--- src/rtl/ramb4_s1_port_arbiter_if.sv ---
// ---------------------------------------------------------------------------
// ramb4_s1_port_arbiter_if
//   Bundles every signal of the 4096x1 RAM port arbiter except clk/rst.
//
//   Client side : req0/we0/addr0/di0 -> gnt0, same set for requester 1,
//                 clr -> busy, read return rd_vld/rd_id/rd_data.
//   RAM side    : ram_en/ram_we/ram_addr/ram_di -> ram_do.
//
//   Modports
//     slave  : the arbiter itself
//     master : client logic (both requesters plus the clear requester)
//     ram    : the RAM primitive port being shared
// ---------------------------------------------------------------------------
interface ramb4_s1_port_arbiter_if #(
  parameter int ADDR_W = 12
);
  // requester 0
  logic              req0;
  logic              we0;
  logic [ADDR_W-1:0] addr0;
  logic              di0;
  logic              gnt0;
  // requester 1
  logic              req1;
  logic              we1;
  logic [ADDR_W-1:0] addr1;
  logic              di1;
  logic              gnt1;
  // clear sequencer
  logic              clr;
  logic              busy;
  // RAM port
  logic              ram_en;
  logic              ram_we;
  logic [ADDR_W-1:0] ram_addr;
  logic              ram_di;
  logic              ram_do;
  // read return
  logic              rd_vld;
  logic              rd_id;
  logic              rd_data;

  modport slave (
    input  req0, we0, addr0, di0,
    input  req1, we1, addr1, di1,
    input  clr,
    input  ram_do,
    output gnt0, gnt1, busy,
    output ram_en, ram_we, ram_addr, ram_di,
    output rd_vld, rd_id, rd_data
  );

  modport master (
    output req0, we0, addr0, di0,
    output req1, we1, addr1, di1,
    output clr,
    input  gnt0, gnt1, busy,
    input  rd_vld, rd_id, rd_data
  );

  modport ram (
    input  ram_en, ram_we, ram_addr, ram_di,
    output ram_do
  );
endinterface

--- src/rtl/ramb4_s1_port_arbiter.sv ---
// ---------------------------------------------------------------------------
// ramb4_s1_port_arbiter
//   Shares one port of a 2**ADDR_W x 1 dual-port block RAM between two
//   requesters with round-robin arbitration, and provides a clear sweep that
//   writes FILL_VAL to every address in ascending order.
//
//   Ports
//     clk  : single clock, rising edge
//     rst  : asynchronous, active-high reset
//     bus  : slave view of ramb4_s1_port_arbiter_if
//              requests  req/we/addr/di(0,1) -> gnt0/gnt1 (combinational)
//              clr (single-cycle pulse)      -> busy (registered)
//              ram_en/we/addr/di registered toward the RAM, ram_do back
//              rd_vld/rd_id/rd_data: read return, 2 cycles after the grant
// ---------------------------------------------------------------------------
module ramb4_s1_port_arbiter #(
  parameter int   ADDR_W   = 12,
  parameter logic FILL_VAL = 1'b0
) (
  input logic                     clk,
  input logic                     rst,
  ramb4_s1_port_arbiter_if.slave  bus
);

  localparam logic [0:0] ST_IDLE  = 1'b0;
  localparam logic [0:0] ST_CLEAR = 1'b1;

  logic [0:0]        state_q,    state_d;
  logic [ADDR_W-1:0] cnt_q,      cnt_d;
  logic              last_q,     last_d;
  logic              busy_q,     busy_d;
  logic              ram_en_q,   ram_en_d;
  logic              ram_we_q,   ram_we_d;
  logic [ADDR_W-1:0] ram_addr_q, ram_addr_d;
  logic              ram_di_q,   ram_di_d;
  // Read pipeline: pend = access presented to the RAM this cycle,
  // rd = RAM data available this cycle.
  logic              pend_vld_q, pend_vld_d;
  logic              pend_id_q,  pend_id_d;
  logic              rd_vld_q,   rd_vld_d;
  logic              rd_id_q,    rd_id_d;

  logic arb_en;
  logic gnt0;
  logic gnt1;

  // A CLR sample takes priority over any request in the same cycle.
  assign arb_en = (state_q == ST_IDLE) && !bus.clr;

  // On a tie the requester that did not win last time takes the port.
  assign gnt0 = arb_en && bus.req0 && (!bus.req1 ||  last_q);
  assign gnt1 = arb_en && bus.req1 && (!bus.req0 || !last_q);

  always_comb begin
    // NOTE: every signal gets a default before any branch so the
    // combinational block can never infer a latch.
    state_d    = state_q;
    cnt_d      = cnt_q;
    last_d     = last_q;
    busy_d     = busy_q;
    ram_en_d   = 1'b0;
    ram_we_d   = 1'b0;
    ram_addr_d = ram_addr_q;
    ram_di_d   = ram_di_q;
    pend_vld_d = 1'b0;
    pend_id_d  = 1'b0;
    rd_vld_d   = pend_vld_q;
    rd_id_d    = pend_id_q;

    case (state_q)
      ST_IDLE: begin
        if (bus.clr) begin
          state_d = ST_CLEAR;
          busy_d  = 1'b1;
        end else if (gnt0 || gnt1) begin
          ram_en_d   = 1'b1;
          ram_we_d   = gnt1 ? bus.we1   : bus.we0;
          ram_addr_d = gnt1 ? bus.addr1 : bus.addr0;
          ram_di_d   = gnt1 ? bus.di1   : bus.di0;
          last_d     = gnt1;
          // Only reads come back; writes leave the pipeline empty.
          pend_vld_d = !ram_we_d;
          pend_id_d  = gnt1 && !ram_we_d;
        end
      end

      ST_CLEAR: begin
        ram_en_d   = 1'b1;
        ram_we_d   = 1'b1;
        ram_addr_d = cnt_q;
        ram_di_d   = FILL_VAL;
        // Natural wrap returns the counter to 0 after the last address.
        cnt_d      = cnt_q + 1'b1;
        if (cnt_q == {ADDR_W{1'b1}}) begin
          state_d = ST_IDLE;
          busy_d  = 1'b0;
        end
      end

      default: state_d = ST_IDLE;
    endcase
  end

  // NOTE: sequential state is updated with non-blocking assignments only,
  // so every flop samples the pre-edge values of the others.
  always_ff @(posedge clk or posedge rst) begin
    if (rst) begin
      state_q    <= ST_IDLE;
      cnt_q      <= '0;
      last_q     <= 1'b1;
      busy_q     <= 1'b0;
      ram_en_q   <= 1'b0;
      ram_we_q   <= 1'b0;
      ram_addr_q <= '0;
      ram_di_q   <= 1'b0;
      pend_vld_q <= 1'b0;
      pend_id_q  <= 1'b0;
      rd_vld_q   <= 1'b0;
      rd_id_q    <= 1'b0;
    end else begin
      state_q    <= state_d;
      cnt_q      <= cnt_d;
      last_q     <= last_d;
      busy_q     <= busy_d;
      ram_en_q   <= ram_en_d;
      ram_we_q   <= ram_we_d;
      ram_addr_q <= ram_addr_d;
      ram_di_q   <= ram_di_d;
      pend_vld_q <= pend_vld_d;
      pend_id_q  <= pend_id_d;
      rd_vld_q   <= rd_vld_d;
      rd_id_q    <= rd_id_d;
    end
  end

  assign bus.gnt0     = gnt0;
  assign bus.gnt1     = gnt1;
  assign bus.busy     = busy_q;
  assign bus.ram_en   = ram_en_q;
  assign bus.ram_we   = ram_we_q;
  assign bus.ram_addr = ram_addr_q;
  assign bus.ram_di   = ram_di_q;
  assign bus.rd_vld   = rd_vld_q;
  assign bus.rd_id    = rd_id_q;
  // RAM_DO is only meaningful in the cycle the read pipeline says so.
  assign bus.rd_data  = rd_vld_q & bus.ram_do;

endmodule

--- src/flat_wrapper.sv ---
// flat-port wrapper written by rule: the top's interface ports become plain ports
module ramb4_s1_port_arbiter_flat 
#(
  parameter int   ADDR_W   = 12,
  parameter logic FILL_VAL = 1'b0
)
  (clk, rst, bus_req0, bus_we0, bus_addr0, bus_di0, bus_req1, bus_we1, bus_addr1, bus_di1, bus_clr, bus_ram_do, bus_gnt0, bus_gnt1, bus_busy, bus_ram_en, bus_ram_we, bus_ram_addr, bus_ram_di, bus_rd_vld, bus_rd_id, bus_rd_data);
  ramb4_s1_port_arbiter_if #(.ADDR_W(ADDR_W)) bus_i ();
  input logic clk;
  input logic rst;
  input wire logic [$bits(bus_i.req0)-1:0] bus_req0;
  input wire logic [$bits(bus_i.we0)-1:0] bus_we0;
  input wire logic [$bits(bus_i.addr0)-1:0] bus_addr0;
  input wire logic [$bits(bus_i.di0)-1:0] bus_di0;
  input wire logic [$bits(bus_i.req1)-1:0] bus_req1;
  input wire logic [$bits(bus_i.we1)-1:0] bus_we1;
  input wire logic [$bits(bus_i.addr1)-1:0] bus_addr1;
  input wire logic [$bits(bus_i.di1)-1:0] bus_di1;
  input wire logic [$bits(bus_i.clr)-1:0] bus_clr;
  input wire logic [$bits(bus_i.ram_do)-1:0] bus_ram_do;
  output wire logic [$bits(bus_i.gnt0)-1:0] bus_gnt0;
  output wire logic [$bits(bus_i.gnt1)-1:0] bus_gnt1;
  output wire logic [$bits(bus_i.busy)-1:0] bus_busy;
  output wire logic [$bits(bus_i.ram_en)-1:0] bus_ram_en;
  output wire logic [$bits(bus_i.ram_we)-1:0] bus_ram_we;
  output wire logic [$bits(bus_i.ram_addr)-1:0] bus_ram_addr;
  output wire logic [$bits(bus_i.ram_di)-1:0] bus_ram_di;
  output wire logic [$bits(bus_i.rd_vld)-1:0] bus_rd_vld;
  output wire logic [$bits(bus_i.rd_id)-1:0] bus_rd_id;
  output wire logic [$bits(bus_i.rd_data)-1:0] bus_rd_data;
  assign bus_i.req0 = bus_req0;
  assign bus_i.we0 = bus_we0;
  assign bus_i.addr0 = bus_addr0;
  assign bus_i.di0 = bus_di0;
  assign bus_i.req1 = bus_req1;
  assign bus_i.we1 = bus_we1;
  assign bus_i.addr1 = bus_addr1;
  assign bus_i.di1 = bus_di1;
  assign bus_i.clr = bus_clr;
  assign bus_i.ram_do = bus_ram_do;
  assign bus_gnt0 = bus_i.gnt0;
  assign bus_gnt1 = bus_i.gnt1;
  assign bus_busy = bus_i.busy;
  assign bus_ram_en = bus_i.ram_en;
  assign bus_ram_we = bus_i.ram_we;
  assign bus_ram_addr = bus_i.ram_addr;
  assign bus_ram_di = bus_i.ram_di;
  assign bus_rd_vld = bus_i.rd_vld;
  assign bus_rd_id = bus_i.rd_id;
  assign bus_rd_data = bus_i.rd_data;
  ramb4_s1_port_arbiter #(.ADDR_W(ADDR_W), .FILL_VAL(FILL_VAL)) u_core (.clk(clk), .rst(rst), .bus(bus_i));
endmodule
--- config.mk ---
export PLATFORM = sky130hd
export DESIGN_NAME = ramb4_s1_port_arbiter_flat
export DESIGN_NICKNAME = d
export VERILOG_FILES = /design/src/rtl/ramb4_s1_port_arbiter_if.sv /design/src/rtl/ramb4_s1_port_arbiter.sv /design/src/flat_wrapper.sv
export SDC_FILE = /design/constraint.sdc
export NUM_CORES = 1
export LEC_CHECK = 0
export ABC_AREA = 1
export ABC_CLOCK_PERIOD_IN_PS = 1300
export CAP_MARGIN = 20
export CORE_ASPECT_RATIO = 0.5
export CORE_MARGIN = 2
export CORE_UTILIZATION = 42
export CTS_CLUSTER_SIZE = 14
export DETAILED_ROUTE_END_ITERATION = 10
export PLACE_DENSITY = 0.74
export SYNTH_ARGS = -nofsm -noshare
export SYNTH_HDL_FRONTEND = slang
export SYNTH_SLANG_ARGS = --single-unit
--- constraint.sdc ---
create_clock -name clk -period 1.3 [get_ports clk]
set_clock_uncertainty 0.05 [all_clocks]
set_input_delay 0.195 -clock clk [delete_from_list [all_inputs] [get_ports clk]]
set_output_delay 0.195 -clock clk [all_outputs]
set_load 0.005 [all_outputs]
==> flow_metrics.py <==
metrics = {
    "status": {
        "status": "complete, but fails checks",
        "failed_checks": "negative setup slack",
    },
    "yosys": {
        "yosysTopAreaCell": "dfrtp_1",
        "synth_area_mm2": 0.00186,
        "synth_xor_area_frac": 0.0376,
        "yosys.area_share.simple": 0.369,
        "synth_compound_area_frac": 0.00940,
        "synth_nets": 269,
        "synth_seq_cells": 34,
        "synth_top_area_share": 0.443,
        "synthAdderAreaFrac": 0.00671,
        "ys_seq_area_frac": 0.457,
        "yosysUniqueCellTypes": 25,
        "synth_area_leaders": "dfrtp_1, nand2_1, nand4_1",
        "syn_inst": 234,
        "synthMuxAreaShare": 0,
        "synth_top_family_by_area": "simple AND/OR/NAND/NOR gates",
        "synth_area_per_cell_um2": 7.97,
        "ys_warn_count": 0,
    },
    "critical_path": {
        "worstPathBufferInverterCount": 2,
        "slowest_delay_ns": 0.56,
        "crit_fanout": 3,
        "cp_slowest_cell": "dfstp_2",
        "end_kind": "output pin",
        "timing.rr.start": "u_core.last_q",
        "path_cells": "nand2_2 -> nand3_4 -> inv_2 -> buf_6",
        "crit_family": "flip-flops",
        "cp_data_required_time_ns": 1.05,
        "start_kind": "flop",
        "crit_type": "flop to output pin",
        "startpoint": "u_core.last_q",
        "crit_arrival_ns": 1.21,
    },
    "sta": {
        "period_minus_slack_ns": 1.46,
        "hold_viol_final": 0,
        "post-route-period-util": 1.12,
        "final_max_slew_viol_count": 0,
        "slew_headroom": 0.800,
        "setup_viol": 21,
        "fmax_mhz": 686,
        "holdWs_ns": 0.197,
        "rsz0062_at_grt": "true",
        "fin_ws_ns": -0.157,
        "worst_pin_slew_ns": 0.300,
    },
    "route": {
        "drtPass1Iterations": 4,
        "drt-total-wl_um": 5080,
        "remaining_drc_errors": 0,
        "vias": 1835,
        "drtIter0Drc": 123,
        "final_antenna_net_count": 0,
        "wl_per_cell_um": 13.8,
        "avgViaCountPerCell": 4.97,
    },
    "clock_network": {
        "path_clk_slew_ns": 0.07,
        "cts-htree-levels": 2,
        "numCtsBuffers": 5,
        "cts_root_buf": "clkbuf_8",
        "cts_buffer_depth": 2,
        "clock_sinks": 34,
        "cts_tree": "yes",
        "clock_latency_ns": 0.29,
    },
    "floorplanning": {
        "dieArea_mm2": 0.00502,
        "die-height_um": 51.1,
        "die-width_um": 98.2,
        "io-pin-count": 55,
        "core_area_mm2": 0.00434,
        "start_util": 0.430,
        "rows": 17,
    },
    "global_routing": {
        "grt_pass1_wl_um": 8230,
        "gr-usage-all-layers": 0.211,
        "antenna_found_initial": 0,
        "first_global_vias": 1775,
        "overflow": 0,
        "grt_max_degree": 35,
    },
    "pwr": {
        "p_leak_uw": 0.00149,
        "power_density_mw_per_mm2": 1300,
        "ir_drop_mv": 0.596,
    },
    "worst_hold_path": {
        "hp-class": "input pin to asynchronous set/reset pin",
    },
    "final_layout": {
        "syn2layout_area_growth_pct": 51.8,
        "drive_gt1_frac": 0.179,
        "nNetsFinal": 346,
        "fin_util": 0.652,
        "diodes": 0,
        "nFillCells": 363,
    },
    "place": {
        "port_buffers": 54,
        "dpl.hpwl_um": 3380,
        "place_congestion": 0.898,
    },
    "job": {
        "maxCapViolations": 0,
    },
}
## layout by cell type (no fill, tap or decap)
cell             instances
o21a_1                   1
dfstp_2                  1
bufinv_16                2
buf_6                    6
nand2_1                 63
dlymetal6s2s_1           1
ha_1                     1
inv_1                   35
nand4_1                 28
clkbuf_8                 6
nand3_4                  2
inv_2                    5
dlygate4sd2_1           19
buf_2                    1
nor2_1                  10
nand3_1                 23
buf_4                   19
nor2_4                   2
nor2_8                   1
buf_12                   2
o21ai_1                  1
xnor2_1                  3
nand2_4                  1
buf_16                   1
o21ai_0                  1
nand3_2                  2
clkdlybuf4s50_1         32
nand2_8                  1
nand3b_4                 1
dfrtp_1                 33
xor2_1                   5
nand2_2                  3
## power breakdown
group,switching [µW],internal (µW),total [µW],leakage [µW]
Sequential,195,1280,1470,0.000423
Combinational,464,516,980,0.000998
Clock,415,818,1230,0.0000714
Total,1070,2610,3690,0.00149
## flip-flops by register name, summed over array words and instances, names as in the netlist
signal	count
u_core.pend_id_q	1
u_core.bus.busy	1
u_core.bus.ram_addr	12
u_core.pend_vld_q	1
u_core.bus.ram_we	1
u_core.cnt_q	12
u_core.bus.rd_id	1
u_core.bus.ram_di	1
u_core.last_q	1
u_core.bus.ram_en	1
u_core.state_q	1
u_core.bus.rd_vld	1
## what timing repair did
item,in CTS,in global routing
cloned,1,0
pin swaps,3,2
setup endpoints to repair,42,27
gates resized for setup,44,5
hold buffers,0,0
buffers inserted,10,1
## kinds of logic (layout without fill, tap and decap cells)
family | Yosys count | count (layout)
compound gates | 3 | 3
xor+xnor | 8 | 8
fa+ha+maj | 1 | 1
buf+inv | 51 | 129
flops | 34 | 34
simple gates | 137 | 137
## synth_stat cells
cell / count
nand2_4: 1
buf_2: 5
inv_1: 38
buf_6: 3
nand4_1: 28
nor2_4: 2
nand3_2: 2
clkbuf_1: 1
nand3b_4: 1
dfstp_2: 1
nand2_2: 2
xnor2_1: 3
dfrtp_1: 33
nand2_1: 65
o21ai_1: 1
ha_1: 1
buf_1: 1
o21ai_0: 1
nand3_1: 25
nor2_1: 10
buf_4: 1
xor2_1: 5
nor2_8: 1
o21a_1: 1
inv_2: 2
## routing by layer
layer,vias to the layer above,GRT usage,part of all wire
li1,899,-,-
met1,868,0.269,0.43
met2,58,0.358,0.50
met3,10,0.0506,0.057
met4,0,0.0731,0.013
met5,-,0,0
## tightest hold or removal path: cells and delay by family
kind | cells | cell delay (ns)
buf+inv | 3 | 0.70
## layout make-up
| cell class | instances | area, µm² | share of cell area |
|---|---|---|---|
| repair buffers | 81 | 782 | 0.276 |
| flip-flops and latches | 34 | 852 | 0.301 |
| well taps | 57 | 71.3 | 0.0252 |
| clock buffers | 6 | 82.6 | 0.0292 |
| inverters | 40 | 150 | 0.0531 |
| multi-input cells | 149 | 832 | 0.294 |
| clock inverters | 2 | 60.1 | 0.0212 |
## stage by stage
stage               area (µm²)  setup TNS, ns  power (µW)  instances  worst slack [ns]
global route              2830          -3.02        3880        369            -0.211
detailed placement        2540          -8.29        2510        351            -0.484
global placement          2540          -7.10        2480        351            -0.410
floorplan                 1860              0        1950        234            0.0609
CTS                       2810          -1.10        3700        368            -0.148
finish                    2830          -1.62        3690        369            -0.157
## worst paths after layout
check                      slack (ns)                     end  cells after the start
max in group asynchronous        0.76           u_core.last_q                      3
min reg2reg                      0.30        u_core.bus.rd_id                      0
max reg2reg                     -0.12  u_core.bus.ram_addr[6]                      7
min in group clk                 0.26          u_core.state_q                      3
min                              0.20       u_core.bus.ram_en                      3
max                             -0.16                bus_gnt1                      4
Note: power is estimated with default switching activity, not from simulation.
